--- config.mk ---
export PLATFORM = sky130hd
export DESIGN_NAME = alu_rv_stage
export DESIGN_NICKNAME = d
export VERILOG_FILES = /design/src/rtl/alu_rv_stage.sv
export SDC_FILE = /design/constraint.sdc
export NUM_CORES = 1
export LEC_CHECK = 0
export BUFFER_PORTS_ARGS = -buffer_cell sky130_fd_sc_hd__clkbuf_2
export CAP_MARGIN = 15
export CORE_MARGIN = 2
export CORE_UTILIZATION = 28
export DETAILED_ROUTE_END_ITERATION = 7
export PLACE_DENSITY = 0.56
export SYNTH_ARGS = -nofsm -noshare
export SYNTH_HDL_FRONTEND = slang
export SYNTH_SLANG_ARGS = --single-unit
--- constraint.sdc ---
create_clock -name i_CLK -period 2.4 [get_ports i_CLK]
set_input_delay 0 -clock i_CLK [delete_from_list [all_inputs] [get_ports i_CLK]]
set_output_delay 0 -clock i_CLK [all_outputs]
set_load 0.01 [all_outputs]
--- src/rtl/alu_rv_stage.sv ---
// alu_rv_stage: 8-op ALU behind a ready-valid input, results buffered in a 2-entry FIFO.
// o_READY is registered from the next occupancy, so backpressure never reaches the input combinationally.
module alu_rv_stage #(
    parameter int WIDTH = 8
) (
    input  logic                 i_CLK,
    input  logic                 i_RST,
    input  logic                 i_VALID,
    output logic                 o_READY,
    input  logic [2*WIDTH+2:0]   i_D,
    output logic                 o_VALID,
    input  logic                 i_READY,
    output logic [WIDTH+1:0]     o_Y
);
    logic [2:0]       op;
    logic [WIDTH-1:0] a, b;
    logic [WIDTH:0]   cr;
    logic [WIDTH+1:0] res;
    logic [WIDTH+1:0] mem [2];
    logic             head, push, pop;
    logic [1:0]       count, cnt_nxt;

    assign {op, a, b} = i_D;

    // cr = {carry, result}; the extra top bit of the subtraction is the borrow
    always_comb begin
        cr = '0;
        case (op)
            3'd0: cr = {1'b0, a} + {1'b0, b};
            3'd1: cr = {1'b0, a} - {1'b0, b};
            3'd2: cr = {1'b0, a & b};
            3'd3: cr = {1'b0, a | b};
            3'd4: cr = {1'b0, a ^ b};
            3'd5: cr = {1'b0, ~a};
            3'd6: cr = {a, 1'b0};
            3'd7: cr = {a[0], 1'b0, a[WIDTH-1:1]};
        endcase
    end

    assign res     = {cr[WIDTH-1:0] == '0, cr};
    assign push    = i_VALID & o_READY;
    assign pop     = o_VALID & i_READY;
    assign cnt_nxt = count + {1'b0, push} - {1'b0, pop};
    assign o_VALID = count != 2'd0;
    assign o_Y     = mem[head];

    always_ff @(posedge i_CLK or posedge i_RST) begin
        if (i_RST) begin
            count   <= '0;
            head    <= 1'b0;
            o_READY <= 1'b0;
            mem[0]  <= '0;
            mem[1]  <= '0;
        end else begin
            count   <= cnt_nxt;
            o_READY <= cnt_nxt != 2'd2;
            if (push) mem[head ^ count[0]] <= res;
            if (pop) head <= ~head;
        end
    end
endmodule

==> impl_metrics.csv, run 1 <==
group,metric,value,unit
outcome,outcome,"complete, no violations",
synthesis,syn_inst,277,
min_path,holdPathEnd,"head$_DFFE_PP0P_",
global_routing,grt_pass1_vias,1988,
drt,drt_iter0_drc,65,
synthesis,synth.distinct_cells,52,
layout,final_util,35.4,%
worst_setup_path,timing.rr.end,"o_READY$_DFF_PP0_",
synthesis,ys_ff_latch,24,
drt,dr.pass1.iters,4,
clocking,clock_latency,0.26,ns
sta,layout_min_cycle_time,2.21,ns
sta,setup_violations,0,
synthesis,synth-edff-count,0,
sta,whs,0.0807,ns
sta,hold_viol_final,0,
synthesis,avgSynthCellArea,8.60,um2
pwr,p_clk_share,10.7,%
synthesis,yosysSeqAreaShare,25.2,%
worst_setup_path,arrival,2.38,ns
drt,wl_per_cell,13.5,um
drt,drt-total-wl,6000,um
synthesis,yosys_warnings,0,
synthesis,synthSimpleGateAreaFrac,19.3,%
layout,diodes,0,
floorplan,fp.dieW,96.3,um
min_path,whs_path_depth,3,
synthesis,post-synth-top-area-fraction,25.2,%
global_routing,grt_pass1_wl,9620,um
synthesis,synth_compound_area_share,16.9,%
pwr,ir_drop,0.000309,V
floorplan,start_util,29.0,%
pwr,seqPwrFrac,32.4,%
floorplan,core-area,8220,um2
layout,drive_gt1_share,29.5,%
worst_setup_path,cp-start-kind,"primary input",
clocking,cts_max_path_buffers,2,
clocking,clk_pin_slew_worst_paths,0.08,ns
min_path,hp-start,"i_READY",
worst_setup_path,cp_max_fo,3,
sta,tightest_slew,0.885,ns
placed_design,dp.final_hpwl,4920,um
drt,avgViaCountPerCell,4.73,
layout,layout.cells.non_filler,444,
placed_design,post-place-ws,-0.143,ns
floorplan,die-height,96.3,um
placed_design,dp.cells,440,
synthesis,syn_nets,328,
global_routing,antenna_found_initial,0,
floorplan,row_count,33,
worst_setup_path,r2r_slack,0.45,ns
pwr,p_per_area,747,nW/um2
pwr,pwr-share-comb,56.9,%
worst_setup_path,crit_top_cell,"xnor2_1",
clocking,post_cts_buffers,0,
worst_setup_path,critical_path.max_stage_delay,0.55,ns
sta,relSlewSlack,40.9,%
synthesis,yosys.cell_count.top_type,"nand2_1",
layout,multi_input_area,1600,um2
pwr,switching_share,40.2,%
synthesis,yosys.area.top_type,"dfrtp_1",
sta,timing.fmax,452,MHz
clocking,htree_levels,1,
clocking,cts-root-buf,"clkbuf_8",
pwr,p_leak,1.46,nW
synthesis,muxShareOfSynthArea,8.82,%
clocking,numCtsBuffers,3,
job,cap_violations,0,
drt,dr_total_vias,2100,
drt,drc,0,
layout,area_growth_syn_to_layout,22.0,%
pwr,power.internal,1.30,mW
global_routing,overflow,0,
drt,ant_nets,0,
layout,nNetsFinal,392,
worst_setup_path,r2r-start,"count[0]$_DFF_PP0_",
sta,min_period_over_period,92.1,%
layout,fill_cells,870,
worst_setup_path,cpMaxStageDelayCell,"or4b_1",
sta,skew,0.00380,ns
pwr,netSwitchingPower,873,uW
synthesis,synth_common_cells,"nand2_1 (44), ha_1 (27), inv_1 (26), dfrtp_1 (24), nor2_1 (21)",
worst_setup_path,crit_buf_inv,1,
layout,final_area,2910,um2
placed_design,port_buffers,34,
synthesis,synth-xor-area-share,6.25,%
min_path,hp-class,"in2reg",
global_routing,grt_max_degree,27,
clocking,clock_sinks,24,
placed_design,place_congestion,0.963,
worst_setup_path,worstSetupEndpointType,"flop",
synthesis,ys.flop_type,"dfrtp_1",
placed_design,postPlaceCellArea,2850,um2
sta,final.setup.worst_slack,0.189,ns
global_routing,grtUsageTotal,13.4,%
layout,regArea,601,um2
worst_setup_path,crit_family,"simple AND/OR/NAND/NOR gates",
sta,drv_slew,0,
pwr,total_power,2.17,mW
worst_setup_path,cp.required,2.57,ns
synthesis,synth_top_family_by_area,"simple AND/OR/NAND/NOR gates",
sta,setup_tns,0,ns
floorplan,io-pin-count,35,
worst_setup_path,crit_type,"in2reg",
synthesis,synthAdderAreaFrac,15.0,%
worst_setup_path,r2r_cells,8,
sta,rsz0062_at_grt,"false",
synthesis,synthTopCellsByArea,"dfrtp_1 (25%), ha_1 (14%), mux2_2 (7.6%)",
synthesis,synthesis.area,2380,um2
floorplan,dieArea,9270,um2
worst_setup_path,cp_cell_sequence,"clkbuf_2, nand2b_4, nor2_1, a21oi_1, xnor2_1, ha_1, nand3_1, o211a_1, xnor2_1, a22oi_1, or4b_1, o31ai_1",
synthesis,async_flop_share,100,%
clocking,tritoncts,"done",
## state kept, by name, indices dropped and copies added, names as in the netlist
signal,cells
mem,20
count,2
head,1
o_READY,1
## worst min-delay path, delay by kind of cell
kind | cells | cell delay, ns
XOR/XNOR | 1 | 0.08
buffers and inverters | 1 | 0.07
AND/OR/NAND/NOR | 1 | 0.15
## cells by family after synthesis
family                     Yosys count
muxes                               19
and+or+nand+nor                     96
adders and majority gates           28
DFF                                 24
buffers and inverters               36
xor gates and xnor gates            17
AOI/OAI and AO/OA                   57
## repair_timing
item	4_1_cts	5_1_grt
setup endpoints to repair	0	2
resized for setup	0	1
hold buffers	1	0
endpoints found under the hold margin	24	0
## worst max-delay path by stage
stage	start	end	slack, ns	cells past startpoint
floorplan	i_D[18]	mem[19]$_DFFE_PP0P_	-0.11	13
global placement	i_D[18]	mem[19]$_DFFE_PP0P_	-0.1	12
detailed placement	i_D[18]	mem[19]$_DFFE_PP0P_	-0.14	12
CTS	i_D[18]	mem[19]$_DFFE_PP0P_	0.12	12
global route	i_D[18]	mem[19]$_DFFE_PP0P_	0.002	12
finish	i_D[18]	mem[19]$_DFFE_PP0P_	0.19	12
## routing by layer
metal	wire length (um)	track usage (%)	part of all wire (%)	vias up
met5	0	0	0	-
met4	91	4.05	1.5	0
met3	194	1.25	3.2	9
met2	2840	23.1	47	39
met1	2880	17.6	48	970
li1	-	-	-	1082
## area by class of cell
| cell class | count | share of cell area [%] |
|---|---|---|
| Timing Repair Buffer | 69 | 15.0 |
| Tap cell | 105 | 4.52 |
| Sequential cell | 24 | 20.7 |
| Inverter | 26 | 3.36 |
| Clock buffer | 3 | 1.42 |
| Multi-Input combinational cell | 217 | 55.1 |
## power by group through the flow
stage          clock network [mW]  registers [mW]  logic, mW
2_1_floorplan                   0           0.675      0.850
3_3_place_gp                    0           0.702       1.23
3_5_place_dp                    0           0.713       1.24
4_1_cts                     0.241           0.706       1.25
5_1_grt                     0.257           0.731       1.38
6_report                    0.233           0.702       1.24
## layout by cell type (no fill, tap or decap), types with 2 or more instances in the layout
cell / count
o21a_1: 2
a211oi_1: 2
xor2_1: 3
buf_4: 34
nand2_1: 43
nand3_1: 5
mux2_2: 16
and2_1: 2
o21ai_0: 8
dfrtp_1: 24
o31ai_1: 5
o21ai_1: 2
a21oi_2: 3
a221oi_1: 4
nor2b_1: 3
a22oi_1: 2
mux2i_1: 3
a311oi_1: 2
nor2_1: 20
o22ai_1: 4
nand2b_1: 8
a21o_1: 2
clkbuf_2: 34
inv_1: 26
ha_1: 27
clkbuf_8: 3
nand4_1: 2
a221oi_2: 2
a21oi_1: 11
xnor2_1: 14
(Power assumes the default switching activity.)
==> run 2, diff against run 1 <==
Settings changed: CORE_MARGIN 2 to 4, GPL_TIMING_DRIVEN set to 0.
==> impl_metrics.csv, run 2 (same netlist as run 1, synthesis figures left out) <==
group,metric,value,unit
drt,drc,0,
worst_setup_path,arrival,2.53,ns
worst_setup_path,startpoint,"i_D[17]",
worst_setup_path,crit_type,"in2reg",
sta,tightest_slew,0.938,ns
clocking,htree_levels,1,
clocking,tritoncts,"done",
global_routing,overflow,0,
min_path,hp-class,"in2reg",
drt,drt_iter0_drc,47,
layout,top_register,"mem",
worst_setup_path,r2r-start,"count[0]$_DFF_PP0_",
layout,largest_reg_flops,20,
job,cap_violations,0,
placed_design,port_buffers,31,
worst_setup_path,worstSetupEndpointType,"flop",
global_routing,grt_pass1_vias,2076,
drt,dr_total_vias,2094,
layout,drive_gt1_share,30.7,%
layout,final_area,2950,um2
clocking,clock_sinks,24,
layout,mostFrequentLayoutCells,"nand2_1 (43), clkbuf_2 (30), ha_1 (26)",
drt,dr.pass1.iters,4,
sta,skew,0.00594,ns
pwr,ir_drop,0.000323,V
layout,layout.cells.non_filler,434,
floorplan,row_count,33,
layout,final_common_cell,"nand2_1",
pwr,total_power,2.30,mW
placed_design,postPlaceCellArea,2690,um2
layout,fill_cells,854,
layout,top_regs,"mem: 20 flops, count: 2 flops",
worst_setup_path,endpoint,"mem[9]$_DFFE_PP0P_",
global_routing,antenna_found_initial,0,
worst_setup_path,r2r_cells,8,
drt,ant_nets,0,
sta,timing.fmax,427,MHz
layout,area_growth_syn_to_layout,23.9,%
clocking,clk_pin_slew_worst_paths,0.09,ns
placed_design,dp.cells,413,
outcome,outcome,"complete, no violations",
floorplan,die-height,100,um
sta,drv_slew,0,
sta,setup_violations,0,
placed_design,dp.final_hpwl,4820,um
floorplan,io-pin-count,35,
clocking,clock_latency,0.27,ns
global_routing,grt_max_degree,25,
clocking,numCtsBuffers,3,
pwr,p_leak,1.44,nW
worst_setup_path,cp_max_fo,7,
global_routing,grtUsageTotal,12.7,%
pwr,p_per_area,780,nW/um2
floorplan,core-area,8260,um2
drt,wl_per_cell,14.1,um
sta,hold_viol_final,0,
clocking,cts_max_path_buffers,2,
global_routing,grt_pass1_wl,10500,um
worst_setup_path,cp.required,2.58,ns
worst_setup_path,timing.rr.end,"o_READY$_DFF_PP0_",
layout,diodes,0,
floorplan,start_util,28.9,%
worst_setup_path,cp-start-kind,"primary input",
sta,layout_min_cycle_time,2.34,ns
sta,relSlewSlack,37.4,%
layout,nNetsFinal,381,
drt,avgViaCountPerCell,4.82,
floorplan,fp.dieW,100,um
sta,min_period_over_period,97.6,%
worst_setup_path,r2r_slack,0.48,ns
placed_design,place_congestion,0.802,
floorplan,dieArea,10100,um2
drt,drt-total-wl,6100,um
clocking,cts-root-buf,"clkbuf_8",
-- run 2: cell types whose count changed in the layout (fill, tap and decap cells not counted), sizes merged --
cell,change
buf,-7
clkbuf,-4
bufinv,+1
-- run 2: layout make-up --
class	instances	area [um2]	area share (%)
plain buffers	8	91.3	3.09
inverters	26	97.6	3.30
clock inverters	1	30.0	1.02
well taps	105	131	4.45
multi-input cells	217	1660	56.2
clock buffers	3	41.3	1.40
repair buffers	50	300	10.2
flip-flops and latches	24	601	20.3
-- run 2: timing repair --
action,CTS,global route
hold endpoints to repair,24,0
pin swaps,9,14
hold buffers,1,0
gates resized for setup,7,13
setup buffers,5,13
endpoints found under the setup margin,2,7
-- run 2: how the worst min path moves through the flow --
stage / startpoint / to / slack (ns) / cells after the start
2_1_floorplan: i_RST / count[0]$_DFF_PP0_ / 0.01 / 1
3_3_place_gp: i_RST / mem[10]$_DFFE_PP0P_ / 0.21 / 2
3_5_place_dp: i_RST / mem[0]$_DFFE_PP0P_ / 0.24 / 2
4_1_cts: i_READY / head$_DFFE_PP0P_ / 0.06 / 3
5_1_grt: i_READY / head$_DFFE_PP0P_ / 0.09 / 3
6_report: i_READY / head$_DFFE_PP0P_ / 0.07 / 3
-- run 2: worst max-delay path, cell delays in order --
cell and delay, ns:
buf_6 0.11, buf_8 0.13, nor2_4 0.14, nand2_4 0.10, mux2i_4 0.21, fa_2 0.38
a21oi_2 0.20, o211a_1 0.23, xnor2_2 0.15, a22oi_2 0.09, or4b_4 0.55, o31ai_1 0.23
-- run 2: per-layer routing --
layer	up-vias	global-route usage [%]	wire length, um
met4	0	3.42	87
li1	1066	-	-
met1	976	18.2	3120
met2	46	20.2	2630
met3	6	1.46	269
met5	-	0	0
-- run 2: stage by stage --
stage	TNS [ns]	setup WS (ns)	hold WS (ns)	util, %
4_1_cts	0	0.00549	0.0618	34.4
3_3_place_gp	-2.08	-0.523	0.215	32.5
3_5_place_dp	-2.41	-0.573	0.242	32.5
6_report	0	0.0575	0.0680	35.8
5_1_grt	-0.0134	-0.0134	0.0855	35.8
2_1_floorplan	-0.214	-0.107	0.0146	-
-- run 2: report_power, final --
| part | switching, mW | internal (mW) | total [mW] |
|---|---|---|---|
| registers | 0.102 | 0.591 | 0.693 |
| logic | 0.668 | 0.584 | 1.25 |
| clock network | 0.136 | 0.223 | 0.359 |
| total | 0.906 | 1.40 | 2.30 |
==> run 3, diff against run 2 <==
Settings changed: CORE_UTILIZATION 28 to 43, PLACE_DENSITY 0.56 to 0.74, RECOVER_POWER set to 25.
==> impl_metrics.csv, run 3 (same netlist as run 1, synthesis figures left out) <==
group,metric,value,unit
outcome,outcome,"complete, no violations",
global_routing,grtUsageTotal,19.3,%
worst_setup_path,crit_type,"in2reg",
global_routing,grt_pass1_wl,10100,um
clocking,clock_sinks,24,
global_routing,antenna_found_initial,0,
layout,final_util,55.7,%
clocking,clock_latency,0.26,ns
drt,ant_nets,0,
worst_setup_path,arrival,2.54,ns
drt,drc,0,
clocking,numCtsBuffers,3,
pwr,p_leak,1.40,nW
sta,final.setup.worst_slack,0.0418,ns
sta,timing.fmax,424,MHz
worst_setup_path,r2r_slack,0.41,ns
floorplan,start_util,45.5,%
worst_setup_path,timing.rr.end,"o_READY$_DFF_PP0_",
sta,skew,0.00394,ns
worst_setup_path,cp_max_fo,5,
worst_setup_path,cp-start-kind,"primary input",
placed_design,post-place-ws,-0.558,ns
layout,diodes,0,
sta,min_period_over_period,98.3,%
floorplan,core-area,5240,um2
pwr,p_per_area,764,nW/um2
layout,multi_input_area,1760,um2
placed_design,place_congestion,0.899,
drt,drt-total-wl,6360,um
clocking,clk_pin_slew_worst_paths,0.08,ns
sta,tightest_slew,0.865,ns
drt,wl_per_cell,16.3,um
worst_setup_path,worstSetupEndpointType,"flop",
sta,relSlewSlack,42.3,%
clocking,cts_max_path_buffers,2,
floorplan,dieArea,6800,um2
floorplan,die-height,82.5,um
layout,final_common_cell,"nand2_1",
pwr,ir_drop,0.000384,V
layout,mostFrequentLayoutCells,"nand2_1 (43), clkbuf_2 (30), inv_1 (26)",
drt,dr_total_vias,2192,
min_path,hp-start,"i_READY",
floorplan,fp.dieW,82.5,um
floorplan,row_count,26,
layout,top_register,"mem",
layout,layout.cells.non_filler,390,
global_routing,grt_pass1_vias,2137,
min_path,hp-class,"in2reg",
placed_design,dp.final_hpwl,4700,um
drt,drt_iter0_drc,152,
drt,avgViaCountPerCell,5.62,
global_routing,grt_max_degree,25,
layout,area_growth_syn_to_layout,22.3,%
floorplan,io-pin-count,35,
worst_setup_path,r2r-start,"count[0]$_DFF_PP0_",
worst_setup_path,critical_path.max_stage_delay,0.57,ns
layout,drive_gt1_share,31.6,%
sta,layout_min_cycle_time,2.36,ns
placed_design,dp.cells,378,
clocking,cts-root-buf,"clkbuf_8",
layout,nNetsFinal,373,
min_path,whs_path_depth,3,
layout,top_regs,"mem: 20 flops, count: 2 flops",
clocking,htree_levels,1,
sta,setup_violations,0,
global_routing,overflow,0,
sta,drv_slew,0,
min_path,holdPathEnd,"head$_DFFE_PP0P_",
drt,dr.pass1.iters,5,
layout,largest_reg_flops,20,
placed_design,port_buffers,31,
sta,hold_viol_final,0,
clocking,tritoncts,"done",
job,cap_violations,0,
worst_setup_path,r2r_cells,8,
worst_setup_path,cp.required,2.58,ns
pwr,total_power,2.23,mW
layout,regArea,601,um2
layout,fill_cells,466,
worst_setup_path,crit_top_cell,"ha_2",
worst_setup_path,cp_cell_sequence,"clkbuf_2, inv_1, ha_2, a21oi_2, xnor2_1, ha_2, nand3_4, o211a_4, xnor2_2, a22oi_2, or4b_4, o31ai_2",
worst_setup_path,cpMaxStageDelayCell,"or4b_4",
## run 3: changes by cell type in the layout (fill, tap and decap cells not counted), moves of 2 or more
cell,change
ha_1,-3
nor2_1,-2
o21ai_1,-2
a21oi_2,-2
buf_4,-8
a21oi_4,+3
o21ai_0,+2
ha_2,+2
## run 3: what timing repair did
action / CTS / global route
hold buffers: 1 / 0
hold endpoints to repair: 24 / 0
setup endpoints to repair: 4 / 4
setup buffers: 3 / 7
pin swaps: 11 / 18
resized for setup: 8 / 26
## run 3: critical path, delay by kind of cell
family / cells / cell delay [ns]
compound gates: 4 / 0.65
xor+xnor: 2 / 0.29
buf+inv: 2 / 0.28
fa+ha+maj: 2 / 0.64
simple gates: 2 / 0.67
## run 3: power by group
| group | switching (mW) | internal (mW) |
|---|---|---|
| Sequential | 0.104 | 0.591 |
| Clock | 0.119 | 0.112 |
| Combinational | 0.705 | 0.596 |
| Total | 0.928 | 1.30 |
## run 3: cell type report
class,instances,area share [%]
timing repair buffer,42,8.20
sequential,24,20.6
tap,70,3.00
multi-input combinational,217,60.4
buffer,8,3.00
clock buffer,3,1.42
inverter,26,3.35
## run 3: through the flow
stage | hold slack, ns | setup TNS (ns) | area, um2
final | 0.0685 | 0 | 2920
after global routing | 0.0830 | -0.0583 | 2920
after CTS | 0.0635 | 0 | 2760
after detailed placement | 0.207 | -2.26 | 2640
after global placement | 0.208 | -1.92 | 2640
after floorplan | 0.0146 | -0.214 | 2400
## run 3: worst max-delay path by stage
stage / from / to / slack (ns) / depth (start not counted)
2_1_floorplan: i_D[18] / mem[19]$_DFFE_PP0P_ / -0.11 / 13
3_3_place_gp: i_D[18] / mem[19]$_DFFE_PP0P_ / -0.56 / 13
3_5_place_dp: i_D[18] / mem[19]$_DFFE_PP0P_ / -0.56 / 13
4_1_cts: i_D[18] / mem[19]$_DFFE_PP0P_ / 0.01 / 14
5_1_grt: i_D[1] / mem[19]$_DFFE_PP0P_ / -0.04 / 12
6_report: i_D[1] / mem[19]$_DFFE_PP0P_ / 0.04 / 12
## run 3: routing by layer
| metal | routed length, um | GRT usage, % | vias up | share of wire [%] |
|---|---|---|---|---|
| li1 | - | - | 1045 | - |
| met1 | 2640 | 26.5 | 1038 | 41 |
| met2 | 3100 | 30.8 | 93 | 49 |
| met3 | 496 | 3.47 | 16 | 7.8 |
| met4 | 127 | 5.81 | 0 | 2.0 |
| met5 | 0 | 0 | - | 0 |
